`src/rtl/ps2_pkg.sv`:
```
// Shared types and constants for the PS/2 keyboard deframer and event encoder.
package ps2_pkg;

   typedef enum logic [1:0] {
      IDLE,
      DATA,
      PARITY,
      STOP
   } ps2_state_t;

   localparam logic [7:0] PS2_EXT   = 8'hE0;
   localparam logic [7:0] PS2_REL   = 8'hF0;
   localparam logic [7:0] PS2_PAUSE = 8'hE1;

   // Bytes that are keyboard housekeeping (ack, self-test, echo, resend, overrun), not keys.
   localparam logic [7:0] PS2_DISCARD [7] = '{PS2_PAUSE, 8'hFA, 8'hAA, 8'hEE, 8'hFE, 8'h00, 8'hFF};

   function automatic logic is_discard(input logic [7:0] b);
      logic hit;
      hit = 1'b0;
      for (int i = 0; i < 7; i++)
         if (b == PS2_DISCARD[i]) hit = 1'b1;
      return hit;
   endfunction

endpackage

```
`src/rtl/ps2_line_filter.sv`:
```
// Two-flop synchronizer plus a FILT-sample persistence filter for one PS/2 line.
module ps2_line_filter #(
   parameter int FILT = 8
) (
   input  logic clk_sys,
   input  logic RESET_N,
   input  logic raw,
   output logic level,
   output logic fall
);

   localparam int CW = (FILT < 2) ? 1 : $clog2(FILT);

   logic [1:0]    sync;
   logic [CW-1:0] cnt;

   // cnt counts consecutive synchronized samples that disagree with the filtered level.
   always_ff @(posedge clk_sys or negedge RESET_N) begin
      if (!RESET_N) begin
         sync  <= 2'b11;
         level <= 1'b1;
         cnt   <= '0;
         fall  <= 1'b0;
      end else begin
         sync <= {sync[0], raw};
         fall <= 1'b0;
         if (sync[1] == level) begin
            cnt <= '0;
         end else if (cnt == CW'(FILT - 1)) begin
            level <= sync[1];
            cnt   <= '0;
            fall  <= level;
         end else begin
            cnt <= cnt + CW'(1);
         end
      end
   end

endmodule

```
`src/rtl/ps2_key_encoder.sv`:
```
// PS/2 keyboard deframer: folds E0/F0 prefixes into flags and emits toggle-marked key events.
module ps2_key_encoder
   import ps2_pkg::*;
#(
   parameter int FILT        = 8,
   parameter int TIMEOUT_CYC = 24000
) (
   input  logic        clk_sys,
   input  logic        RESET_N,
   input  logic        ps2_clk_in,
   input  logic        ps2_data_in,
   output logic [10:0] ps2_key,
   output logic [7:0]  rx_byte,
   output logic        rx_strobe,
   output logic        frame_err
);

   localparam int TW = $clog2(TIMEOUT_CYC + 1);

   logic          clk_f, clk_fall, data_f;
   ps2_state_t    state;
   logic [2:0]    bit_cnt;
   logic [7:0]    shreg;
   logic          par_ok;
   logic          ext, rel;
   logic [TW-1:0] tcnt;

   ps2_line_filter #(.FILT(FILT)) u_clk_filt (
      .clk_sys (clk_sys),
      .RESET_N (RESET_N),
      .raw     (ps2_clk_in),
      .level   (clk_f),
      .fall    (clk_fall)
   );

   ps2_line_filter #(.FILT(FILT)) u_data_filt (
      .clk_sys (clk_sys),
      .RESET_N (RESET_N),
      .raw     (ps2_data_in),
      .level   (data_f),
      .fall    ()
   );

   always_ff @(posedge clk_sys or negedge RESET_N) begin
      if (!RESET_N) begin
         state     <= IDLE;
         bit_cnt   <= '0;
         shreg     <= '0;
         par_ok    <= 1'b0;
         ext       <= 1'b0;
         rel       <= 1'b0;
         tcnt      <= '0;
         ps2_key   <= '0;
         rx_byte   <= '0;
         rx_strobe <= 1'b0;
         frame_err <= 1'b0;
      end else begin
         rx_strobe <= 1'b0;
         frame_err <= 1'b0;

         if (clk_fall)
            tcnt <= '0;
         else if (state != IDLE)
            tcnt <= tcnt + TW'(1);

         // A stalled frame drops its partial byte and any pending prefix.
         if (state != IDLE && !clk_fall && tcnt == TW'(TIMEOUT_CYC - 1)) begin
            state     <= IDLE;
            frame_err <= 1'b1;
            ext       <= 1'b0;
            rel       <= 1'b0;
         end else if (clk_fall) begin
            case (state)
               IDLE: begin
                  if (!data_f) begin
                     state   <= DATA;
                     bit_cnt <= '0;
                  end else begin
                     frame_err <= 1'b1;
                  end
               end
               DATA: begin
                  shreg   <= {data_f, shreg[7:1]};
                  bit_cnt <= bit_cnt + 3'd1;
                  if (bit_cnt == 3'd7) state <= PARITY;
               end
               PARITY: begin
                  par_ok <= ^{data_f, shreg};
                  state  <= STOP;
               end
               STOP: begin
                  state <= IDLE;
                  if (par_ok && data_f) begin
                     rx_byte   <= shreg;
                     rx_strobe <= 1'b1;
                     if (shreg == PS2_EXT) begin
                        ext <= 1'b1;
                     end else if (shreg == PS2_REL) begin
                        rel <= 1'b1;
                     end else if (!is_discard(shreg)) begin
                        ps2_key <= {~ps2_key[10], ~rel, ext, shreg};
                        ext     <= 1'b0;
                        rel     <= 1'b0;
                     end
                  end else begin
                     frame_err <= 1'b1;
                     ext       <= 1'b0;
                     rel       <= 1'b0;
                  end
               end
               default: state <= IDLE;
            endcase
         end
      end
   end

endmodule
```
`config.mk`:
```
export PLATFORM = sky130hd
export DESIGN_NAME = ps2_key_encoder
export DESIGN_NICKNAME = d
export VERILOG_FILES = /design/src/rtl/ps2_pkg.sv /design/src/rtl/ps2_line_filter.sv /design/src/rtl/ps2_key_encoder.sv
export SDC_FILE = /design/constraint.sdc
export NUM_CORES = 1
export LEC_CHECK = 0
export ABC_AREA = 1
export CORE_MARGIN = 4
export CORE_UTILIZATION = 35
export DETAILED_ROUTE_END_ITERATION = 10
export PLACE_DENSITY = 0.57
export SYNTH_ARGS = -nofsm -noshare
export SYNTH_HDL_FRONTEND = slang
export SYNTH_SLANG_ARGS = --single-unit
export TNS_END_PERCENT = 50
```
`constraint.sdc`:
```
create_clock -name clk_sys -period 4.3 [get_ports clk_sys]
set_clock_uncertainty 0.1 [all_clocks]
set_input_delay 1.29 -clock clk_sys [delete_from_list [all_inputs] [get_ports clk_sys]]
set_output_delay 1.29 -clock clk_sys [all_outputs]
set_load 0.01 [all_outputs]
```
==> impl_metrics.prom, run 1 <==
# TYPE chip_impl_metric gauge
chip_impl_metric{name="hold_violations",unit=""} 0
chip_impl_metric{name="floorplan.initialDensity",unit=""} 0.358
chip_impl_metric{name="p_sw",unit="uW"} 322
chip_impl_metric{name="final_layout_size_suffix_gt1_frac",unit=""} 0.0998
chip_impl_info{name="status",value="complete, no violations"} 1
chip_impl_metric{name="synth_edf_count",unit=""} 0
chip_impl_info{name="timing.rr.start",value="state[0]"} 1
chip_impl_info{name="critPathLaunchType",value="register"} 1
chip_impl_metric{name="pwr-share-seq",unit=""} 0.503
chip_impl_info{name="grt_setup_unrepaired",value="false"} 1
chip_impl_metric{name="vias",unit=""} 2460
chip_impl_metric{name="number_of_max_slew_violations_in_the_final_report",unit=""} 0
chip_impl_metric{name="postSynthNetCount",unit=""} 408
chip_impl_metric{name="vdd_drop_max",unit="mV"} 0.136
chip_impl_metric{name="cts_sinks",unit=""} 65
chip_impl_metric{name="antenna_violating_nets_post_route",unit=""} 0
chip_impl_metric{name="reg2reg_depth",unit=""} 12
chip_impl_metric{name="synthesis.area_per_instance",unit="sq um"} 8.69
chip_impl_metric{name="floorplan.die.width",unit="microns"} 105
chip_impl_info{name="ys.flop_type",value="sky130_fd_sc_hd__dfrtp_1"} 1
chip_impl_metric{name="clk_latency",unit="ns"} 0.34
chip_impl_metric{name="cts-buffers-inserted",unit=""} 9
chip_impl_metric{name="synth-seq-cells",unit=""} 65
chip_impl_metric{name="placeableCoreArea",unit="sq um"} 9200
chip_impl_metric{name="area_of_the_die",unit="sq um"} 11000
chip_impl_metric{name="initial_antenna_violation_count",unit=""} 0
chip_impl_metric{name="global_route.usage.met2",unit=""} 0.192
chip_impl_metric{name="global_route.usage.met1",unit=""} 0.172
chip_impl_metric{name="final_period_minus_worst_setup_slack",unit="ns"} 2.62
chip_impl_metric{name="wl_cell",unit="microns"} 12.2
chip_impl_metric{name="1st_pass_router_iterations",unit=""} 4
chip_impl_metric{name="synth.yosys.seq_area_share",unit=""} 0.496
chip_impl_metric{name="power.combinational.fraction",unit=""} 0.075
chip_impl_metric{name="cts_max_path_buffers",unit=""} 2
chip_impl_metric{name="first_global_vias",unit=""} 2391
chip_impl_metric{name="maximum_number_of_pins_on_one_net_before_global_route_repair",unit=""} 66
chip_impl_metric{name="globalRouteOverflowTotal",unit=""} 0
chip_impl_metric{name="cp.buffers_inverters",unit=""} 1
chip_impl_metric{name="use_met3",unit=""} 0.0334
chip_impl_info{name="path_class",value="register to output port"} 1
chip_impl_metric{name="routed_wl",unit="microns"} 6360
chip_impl_metric{name="placed_cells",unit=""} 506
chip_impl_metric{name="min_period_over_period",unit=""} 0.609
chip_impl_metric{name="area_delta_synth_final",unit="%"} 16.3
chip_impl_metric{name="worst-slew-pin-transition",unit="ns"} 0.832
chip_impl_metric{name="layout.nets",unit=""} 435
chip_impl_metric{name="crit_fanout",unit=""} 2
chip_impl_metric{name="floorplan.rows",unit=""} 35
chip_impl_metric{name="cts_hold_buf",unit=""} 0
chip_impl_info{name="class_of_the_most_critical_hold_timing_path",value="register to register"} 1
chip_impl_metric{name="power-per-cell-area",unit="nW/um^2"} 355
chip_impl_metric{name="grt_usage",unit=""} 0.126
chip_impl_metric{name="setup-tns-final",unit="ns"} 0
chip_impl_info{name="worst_r2r_endpoint",value="ext"} 1
chip_impl_metric{name="slowest_delay",unit="ns"} 0.54
chip_impl_metric{name="max_clock_freq",unit="GHz"} 0.382
chip_impl_metric{name="clock_pin_transition_on_the_worst_setup_and_hold_timing_paths",unit="ns"} 0.07
chip_impl_metric{name="power.share.clock",unit=""} 0.423
chip_impl_metric{name="antenna_cells",unit=""} 0
chip_impl_metric{name="maxCapViolCount",unit=""} 0
chip_impl_metric{name="floorplan_die_height",unit="microns"} 105
chip_impl_metric{name="drt_drc_violations_left",unit=""} 0
chip_impl_metric{name="yosysWarnings",unit=""} 0
chip_impl_metric{name="detail_route.vias_per_cell",unit=""} 4.71
chip_impl_metric{name="report.final.setup_viol",unit=""} 0
chip_impl_info{name="holdCritStartpoint",value="u_data_filt.sync[0]"} 1
chip_impl_info{name="worst_setup_path_end_kind",value="output port"} 1
chip_impl_metric{name="dp_hpwl",unit="microns"} 4370
chip_impl_metric{name="netSwitchingFraction",unit=""} 0.236
chip_impl_metric{name="synthCells",unit=""} 379
chip_impl_info{name="synth.largest_area_cell",value="sky130_fd_sc_hd__dfrtp_1"} 1
chip_impl_info{name="cp_cell_sequence",value="clkdlybuf4s50_1"} 1
chip_impl_metric{name="fillCellCount",unit=""} 932
chip_impl_metric{name="synth.top_cell.area_share",unit=""} 0.448
chip_impl_metric{name="drt_first_iter_violations",unit=""} 159
chip_impl_metric{name="required",unit="ns"} 2.91
chip_impl_info{name="worstHoldEndpoint",value="u_data_filt.sync[1]"} 1
chip_impl_info{name="synth.area.top_cells",value="sky130_fd_sc_hd__dfrtp_1 (45%), sky130_fd_sc_hd__nand2_1 (11%), sky130_fd_sc_hd__ha_1 (9.5%), sky130_fd_sc_hd__inv_1 (5.1%), sky130_fd_sc_hd__dfstp_2 (4.8%)"} 1
chip_impl_metric{name="cts_htree_levels",unit=""} 3
chip_impl_metric{name="final_cells",unit=""} 522
chip_impl_info{name="tritoncts",value="done"} 1
chip_impl_metric{name="floorplan.io_pins",unit=""} 25
chip_impl_metric{name="internal_power",unit="uW"} 1040
chip_impl_metric{name="global_route_wire_length_before_repair",unit="microns"} 11200
chip_impl_info{name="busiest_layer",value="met2"} 1
chip_impl_info{name="critical-path-slowest-cell",value="sky130_fd_sc_hd__clkdlybuf4s50_1"} 1
chip_impl_metric{name="post-cts-setup-buffer-count",unit=""} 0
chip_impl_metric{name="post_synth_instance_area",unit="sq um"} 3290
chip_impl_metric{name="timing.reg2reg.setup_slack",unit="ns"} 2.17
chip_impl_metric{name="cell_depth_of_the_worst_hold_path",unit=""} 0
chip_impl_metric{name="timing.max_slew.rel_slack",unit=""} 0.446
chip_impl_metric{name="cp_data_arrival_time",unit="ns"} 1.23
chip_impl_metric{name="place.gp.congestion",unit=""} 0.807
chip_impl_metric{name="yosysUniqueCellTypes",unit=""} 30
chip_impl_metric{name="static-leakage-power",unit="uW"} 0.00186
chip_impl_metric{name="postSynth.asyncResetShare",unit=""} 1.00
chip_impl_info{name="clock-root-buffer",value="sky130_fd_sc_hd__clkbuf_8"} 1
chip_impl_info{name="critPathTopFamily",value="buffers and inverters"} 1
chip_impl_metric{name="post_cts_resized",unit=""} 0
chip_impl_metric{name="portBuffers",unit=""} 24
==> stage by stage <==
stage          hold WS, ns  total power, uW  worst slack (ns)  utilization  area [sq um]
2_1_floorplan        0.245              765              2.52            -          3290
3_3_place_gp         0.246              791              2.04        0.392          3610
3_5_place_dp         0.247              799              2.03        0.392          3610
4_1_cts              0.257             1380              1.66        0.416          3830
5_1_grt              0.259             1430              1.61        0.416          3830
6_report             0.256             1360              1.68        0.416          3830
==> logic make-up (layout without fill, tap and decap cells) <==
logic type / after synthesis / after routing / synth area share
and+or+nand+nor: 173 / 173 / 0.230
muxes: 1 / 1 / 0.00342
buffers and inverters: 56 / 88 / 0.0737
AOI/OAI and AO/OA: 53 / 53 / 0.0855
xor gates and xnor gates: 6 / 6 / 0.0160
adders and majority gates: 25 / 25 / 0.0950
DFF: 65 / 65 / 0.496
==> cell usage in the layout, fill, tap and decap left out, types with 6 or more instances in the layout <==
cell type                         synthesis  routed
sky130_fd_sc_hd__a21oi_1                 11      11
sky130_fd_sc_hd__clkbuf_8                 0      10
sky130_fd_sc_hd__clkdlybuf4s50_1          0      23
sky130_fd_sc_hd__dfrtp_1                 59      59
sky130_fd_sc_hd__dfstp_2                  6       6
sky130_fd_sc_hd__ha_1                    25      25
sky130_fd_sc_hd__inv_1                   45      45
sky130_fd_sc_hd__nand2_1                100     100
sky130_fd_sc_hd__nand3_1                 13      13
sky130_fd_sc_hd__nand4_1                  9       9
sky130_fd_sc_hd__nor2_1                  29      29
sky130_fd_sc_hd__nor3_1                   9       9
sky130_fd_sc_hd__o21ai_0                 28      28
sky130_fd_sc_hd__o21ai_1                  9       9
==> Yosys cell counts (3+ instances only) <==
cell type and number:
sky130_fd_sc_hd__ha_1 25, sky130_fd_sc_hd__nand2_2 4, sky130_fd_sc_hd__nor3_1 9, sky130_fd_sc_hd__a21oi_1 11, sky130_fd_sc_hd__xnor2_1 3, sky130_fd_sc_hd__inv_1 45
sky130_fd_sc_hd__dfrtp_1 59, sky130_fd_sc_hd__buf_6 3, sky130_fd_sc_hd__nand4_1 9, sky130_fd_sc_hd__o21ai_0 28, sky130_fd_sc_hd__nand3_1 13, sky130_fd_sc_hd__nand2_1 100
sky130_fd_sc_hd__nor2_2 4, sky130_fd_sc_hd__xor2_1 3, sky130_fd_sc_hd__o21ai_1 9, sky130_fd_sc_hd__nor2_1 29, sky130_fd_sc_hd__dfstp_2 6
==> cell type report <==
class	instances	area, sq um	area share
Sequential cell	65	1630	0.427
Multi-Input combinational cell	258	1420	0.370
Timing Repair Buffer	25	243	0.0634
Inverter	47	176	0.0461
Clock buffer	11	141	0.0369
Tap cell	111	139	0.0363
Clock inverter	5	78.8	0.0206
==> how the worst max path moves through the flow <==
stage	start	slack (ns)	cells after the start	endpoint
floorplan	ps2_key[10]	2.52	0	ps2_key[10]
global placement	ps2_key[10]	2.04	1	ps2_key[10]
detailed placement	ps2_key[10]	2.03	1	ps2_key[10]
CTS	ps2_key[10]	1.66	1	ps2_key[10]
global route	rx_byte[6]	1.61	1	rx_byte[6]
finish	ps2_key[2]	1.68	1	ps2_key[2]
==> sequential cells by signal, indices dropped and copies added (netlist names), 2 cells and up <==
register	count
bit_cnt	3
u_data_filt.cnt	3
shreg	8
u_data_filt.sync	2
rx_byte	8
tcnt	15
state	2
ps2_key	11
u_clk_filt.cnt	3
u_clk_filt.sync	2
==> power by group through the flow <==
stage / combinational [uW] / sequential (uW) / clock [uW]
2_1_floorplan: 85.7 / 680 / 0
3_3_place_gp: 98.3 / 693 / 0
3_5_place_dp: 104 / 695 / 0
4_1_cts: 105 / 684 / 594
5_1_grt: 123 / 690 / 620
6_report: 101 / 684 / 575
==> routing by layer <==
layer,wire [microns],vias up
met1,3180,1151
met5,0,-
met4,82,0
met2,2900,31
li1,-,1271
met3,191,7
(Power assumes the default switching activity.)
==> run 2, diff against run 1 <==
==> constraint.sdc (replaced) <==
create_clock -name clk_sys -period 2.56 [get_ports clk_sys]
set_clock_uncertainty 0.1 [all_clocks]
set_input_delay 0.768 -clock clk_sys [delete_from_list [all_inputs] [get_ports clk_sys]]
set_output_delay 0.768 -clock clk_sys [all_outputs]
set_load 0.01 [all_outputs]
==> impl_metrics.prom, run 2 (same netlist as run 1, synthesis figures left out) <==
# TYPE chip_impl_metric gauge
chip_impl_info{name="status",value="complete, no violations"} 1
chip_impl_metric{name="area_delta_synth_final",unit="%"} 15.5
chip_impl_metric{name="cts_htree_levels",unit=""} 3
chip_impl_metric{name="clock_pin_transition_on_the_worst_setup_and_hold_timing_paths",unit="ns"} 0.07
chip_impl_metric{name="drt_first_iter_violations",unit=""} 72
chip_impl_info{name="clock-root-buffer",value="sky130_fd_sc_hd__clkbuf_8"} 1
chip_impl_info{name="worst_r2r_endpoint",value="ps2_key[10]"} 1
chip_impl_metric{name="global_route_wire_length_before_repair",unit="microns"} 11400
chip_impl_metric{name="timing.max_slew.rel_slack",unit=""} 0.659
chip_impl_metric{name="wl_cell",unit="microns"} 12.2
chip_impl_metric{name="final_period_minus_worst_setup_slack",unit="ns"} 2.12
chip_impl_info{name="worst_setup_path_end_kind",value="register"} 1
chip_impl_metric{name="final_layout_size_suffix_gt1_frac",unit=""} 0.0995
chip_impl_metric{name="cts_sinks",unit=""} 65
chip_impl_metric{name="finalInstanceArea",unit="sq um"} 3800
chip_impl_metric{name="post_cts_resized",unit=""} 0
chip_impl_info{name="final_common_cell",value="sky130_fd_sc_hd__nand2_1"} 1
chip_impl_info{name="class_of_the_most_critical_hold_timing_path",value="register to register"} 1
chip_impl_metric{name="first_global_vias",unit=""} 2488
chip_impl_metric{name="power-per-cell-area",unit="nW/um^2"} 554
chip_impl_metric{name="layout.nets",unit=""} 436
chip_impl_metric{name="floorplan_die_height",unit="microns"} 105
chip_impl_metric{name="timing.reg2reg.setup_slack",unit="ns"} 0.44
chip_impl_metric{name="setup-tns-final",unit="ns"} 0
chip_impl_metric{name="placed_cells",unit=""} 507
chip_impl_info{name="path_class",value="register to register"} 1
chip_impl_metric{name="cts_hold_buf",unit=""} 0
chip_impl_metric{name="initial_antenna_violation_count",unit=""} 0
chip_impl_metric{name="portBuffers",unit=""} 24
chip_impl_metric{name="hold_violations",unit=""} 0
chip_impl_metric{name="vdd_drop_max",unit="mV"} 0.228
chip_impl_metric{name="number_of_max_slew_violations_in_the_final_report",unit=""} 0
chip_impl_metric{name="floorplan.rows",unit=""} 35
chip_impl_metric{name="crit_fanout",unit=""} 21
chip_impl_info{name="timing.rr.start",value="shreg[1]"} 1
chip_impl_metric{name="dpl-instance-area",unit="sq um"} 3630
chip_impl_metric{name="max_clock_freq",unit="GHz"} 0.473
chip_impl_info{name="largest_register",value="tcnt"} 1
chip_impl_metric{name="clk_latency",unit="ns"} 0.34
chip_impl_metric{name="antenna_violating_nets_post_route",unit=""} 0
chip_impl_info{name="largest_registers",value="tcnt (15), ps2_key (11)"} 1
chip_impl_metric{name="area_of_the_die",unit="sq um"} 11000
chip_impl_metric{name="1st_pass_router_iterations",unit=""} 4
chip_impl_metric{name="globalRouteOverflowTotal",unit=""} 0
chip_impl_info{name="critPathLaunchType",value="register"} 1
chip_impl_metric{name="static-leakage-power",unit="uW"} 0.00185
chip_impl_metric{name="fillCellCount",unit=""} 924
chip_impl_metric{name="placeableCoreArea",unit="sq um"} 9200
chip_impl_metric{name="maxCapViolCount",unit=""} 0
chip_impl_metric{name="largest_register_ffs",unit=""} 15
chip_impl_metric{name="cp_data_arrival_time",unit="ns"} 2.27
chip_impl_metric{name="drt_drc_violations_left",unit=""} 0
chip_impl_metric{name="dp_hpwl",unit="microns"} 4480
chip_impl_metric{name="cts_max_path_buffers",unit=""} 2
chip_impl_metric{name="report.final.setup_viol",unit=""} 0
chip_impl_info{name="mostFrequentLayoutCells",value="sky130_fd_sc_hd__nand2_1 (100), sky130_fd_sc_hd__dfrtp_1 (59), sky130_fd_sc_hd__inv_1 (45)"} 1
chip_impl_metric{name="antenna_cells",unit=""} 0
chip_impl_info{name="grt_setup_unrepaired",value="false"} 1
chip_impl_metric{name="grt_usage",unit=""} 0.128
chip_impl_info{name="crit_start",value="shreg[1]"} 1
chip_impl_metric{name="routed_wl",unit="microns"} 6380
chip_impl_metric{name="min_period_over_period",unit=""} 0.827
chip_impl_info{name="worst_setup_path_endpoint",value="ps2_key[10]"} 1
chip_impl_metric{name="worst-slew-pin-transition",unit="ns"} 0.511
chip_impl_metric{name="place.gp.congestion",unit=""} 0.859
chip_impl_metric{name="required",unit="ns"} 2.71
chip_impl_metric{name="detail_route.vias_per_cell",unit=""} 4.69
chip_impl_metric{name="floorplan.initialDensity",unit=""} 0.358
chip_impl_metric{name="reg2reg_depth",unit=""} 9
chip_impl_metric{name="floorplan.io_pins",unit=""} 25
chip_impl_metric{name="finish.utilization",unit=""} 0.413
chip_impl_metric{name="vias",unit=""} 2451
chip_impl_metric{name="design_power_total",unit="uW"} 2110
chip_impl_metric{name="final_cells",unit=""} 523
chip_impl_info{name="tritoncts",value="done"} 1
chip_impl_metric{name="maximum_number_of_pins_on_one_net_before_global_route_repair",unit=""} 66
chip_impl_metric{name="post-cts-setup-buffer-count",unit=""} 0
chip_impl_metric{name="cts-buffers-inserted",unit=""} 9
chip_impl_metric{name="floorplan.die.width",unit="microns"} 105
## run 2: worst min path at each step
stage | from | to | slack (ns) | cells past startpoint
4_1_cts | u_data_filt.sync[0] | u_data_filt.sync[1] | 0.26 | 0
2_1_floorplan | u_clk_filt.sync[0] | u_clk_filt.sync[1] | 0.25 | 0
6_report | u_clk_filt.sync[0] | u_clk_filt.sync[1] | 0.26 | 0
3_3_place_gp | u_data_filt.sync[0] | u_data_filt.sync[1] | 0.25 | 0
5_1_grt | u_data_filt.sync[0] | u_data_filt.sync[1] | 0.26 | 0
3_5_place_dp | u_data_filt.sync[0] | u_data_filt.sync[1] | 0.25 | 0
## run 2: critical path, cell delays in order (launching register included)
cell and delay, ns:
sky130_fd_sc_hd__dfrtp_1 0.41, sky130_fd_sc_hd__inv_1 0.15, sky130_fd_sc_hd__ha_1 0.22, sky130_fd_sc_hd__nand2_1 0.08
sky130_fd_sc_hd__inv_1 0.04, sky130_fd_sc_hd__nand2_1 0.08, sky130_fd_sc_hd__nand2_1 0.05, sky130_fd_sc_hd__nor2_1 0.16
sky130_fd_sc_hd__nand4_2 0.43, sky130_fd_sc_hd__xnor2_1 0.31
## run 2: stage by stage
stage / hold slack (ns) / setup slack, ns
2_1_floorplan: 0.245 / 0.902
3_3_place_gp: 0.246 / 0.497
3_5_place_dp: 0.248 / 0.412
4_1_cts: 0.258 / 0.393
5_1_grt: 0.259 / 0.167
6_report: 0.257 / 0.444
## run 2: metal layers
| layer | GRT usage | vias to the layer above | routed length (microns) |
|---|---|---|---|
| met5 | 0 | - | 0 |
| met4 | 0.0637 | 0 | 140 |
| met3 | 0.0364 | 11 | 205 |
| met2 | 0.195 | 34 | 2840 |
| met1 | 0.167 | 1142 | 3190 |
| li1 | - | 1264 | - |
## run 2: area by class of cell
cell class              count  area (sq um)  area share
multi-input cells         258          1420       0.372
flip-flops and latches     65          1630       0.430
inverters                  47           176      0.0464
clock buffers              13           159      0.0418
well taps                 111           139      0.0365
clock inverters             3          15.0     0.00395
repair buffers             26           263      0.0691
## run 2: power breakdown
part | switching (uW) | leakage, uW | internal, uW
Clock | 387 | 0.0000932 | 400
Combinational | 97.6 | 0.000870 | 72.7
Sequential | 48.1 | 0.000882 | 1100
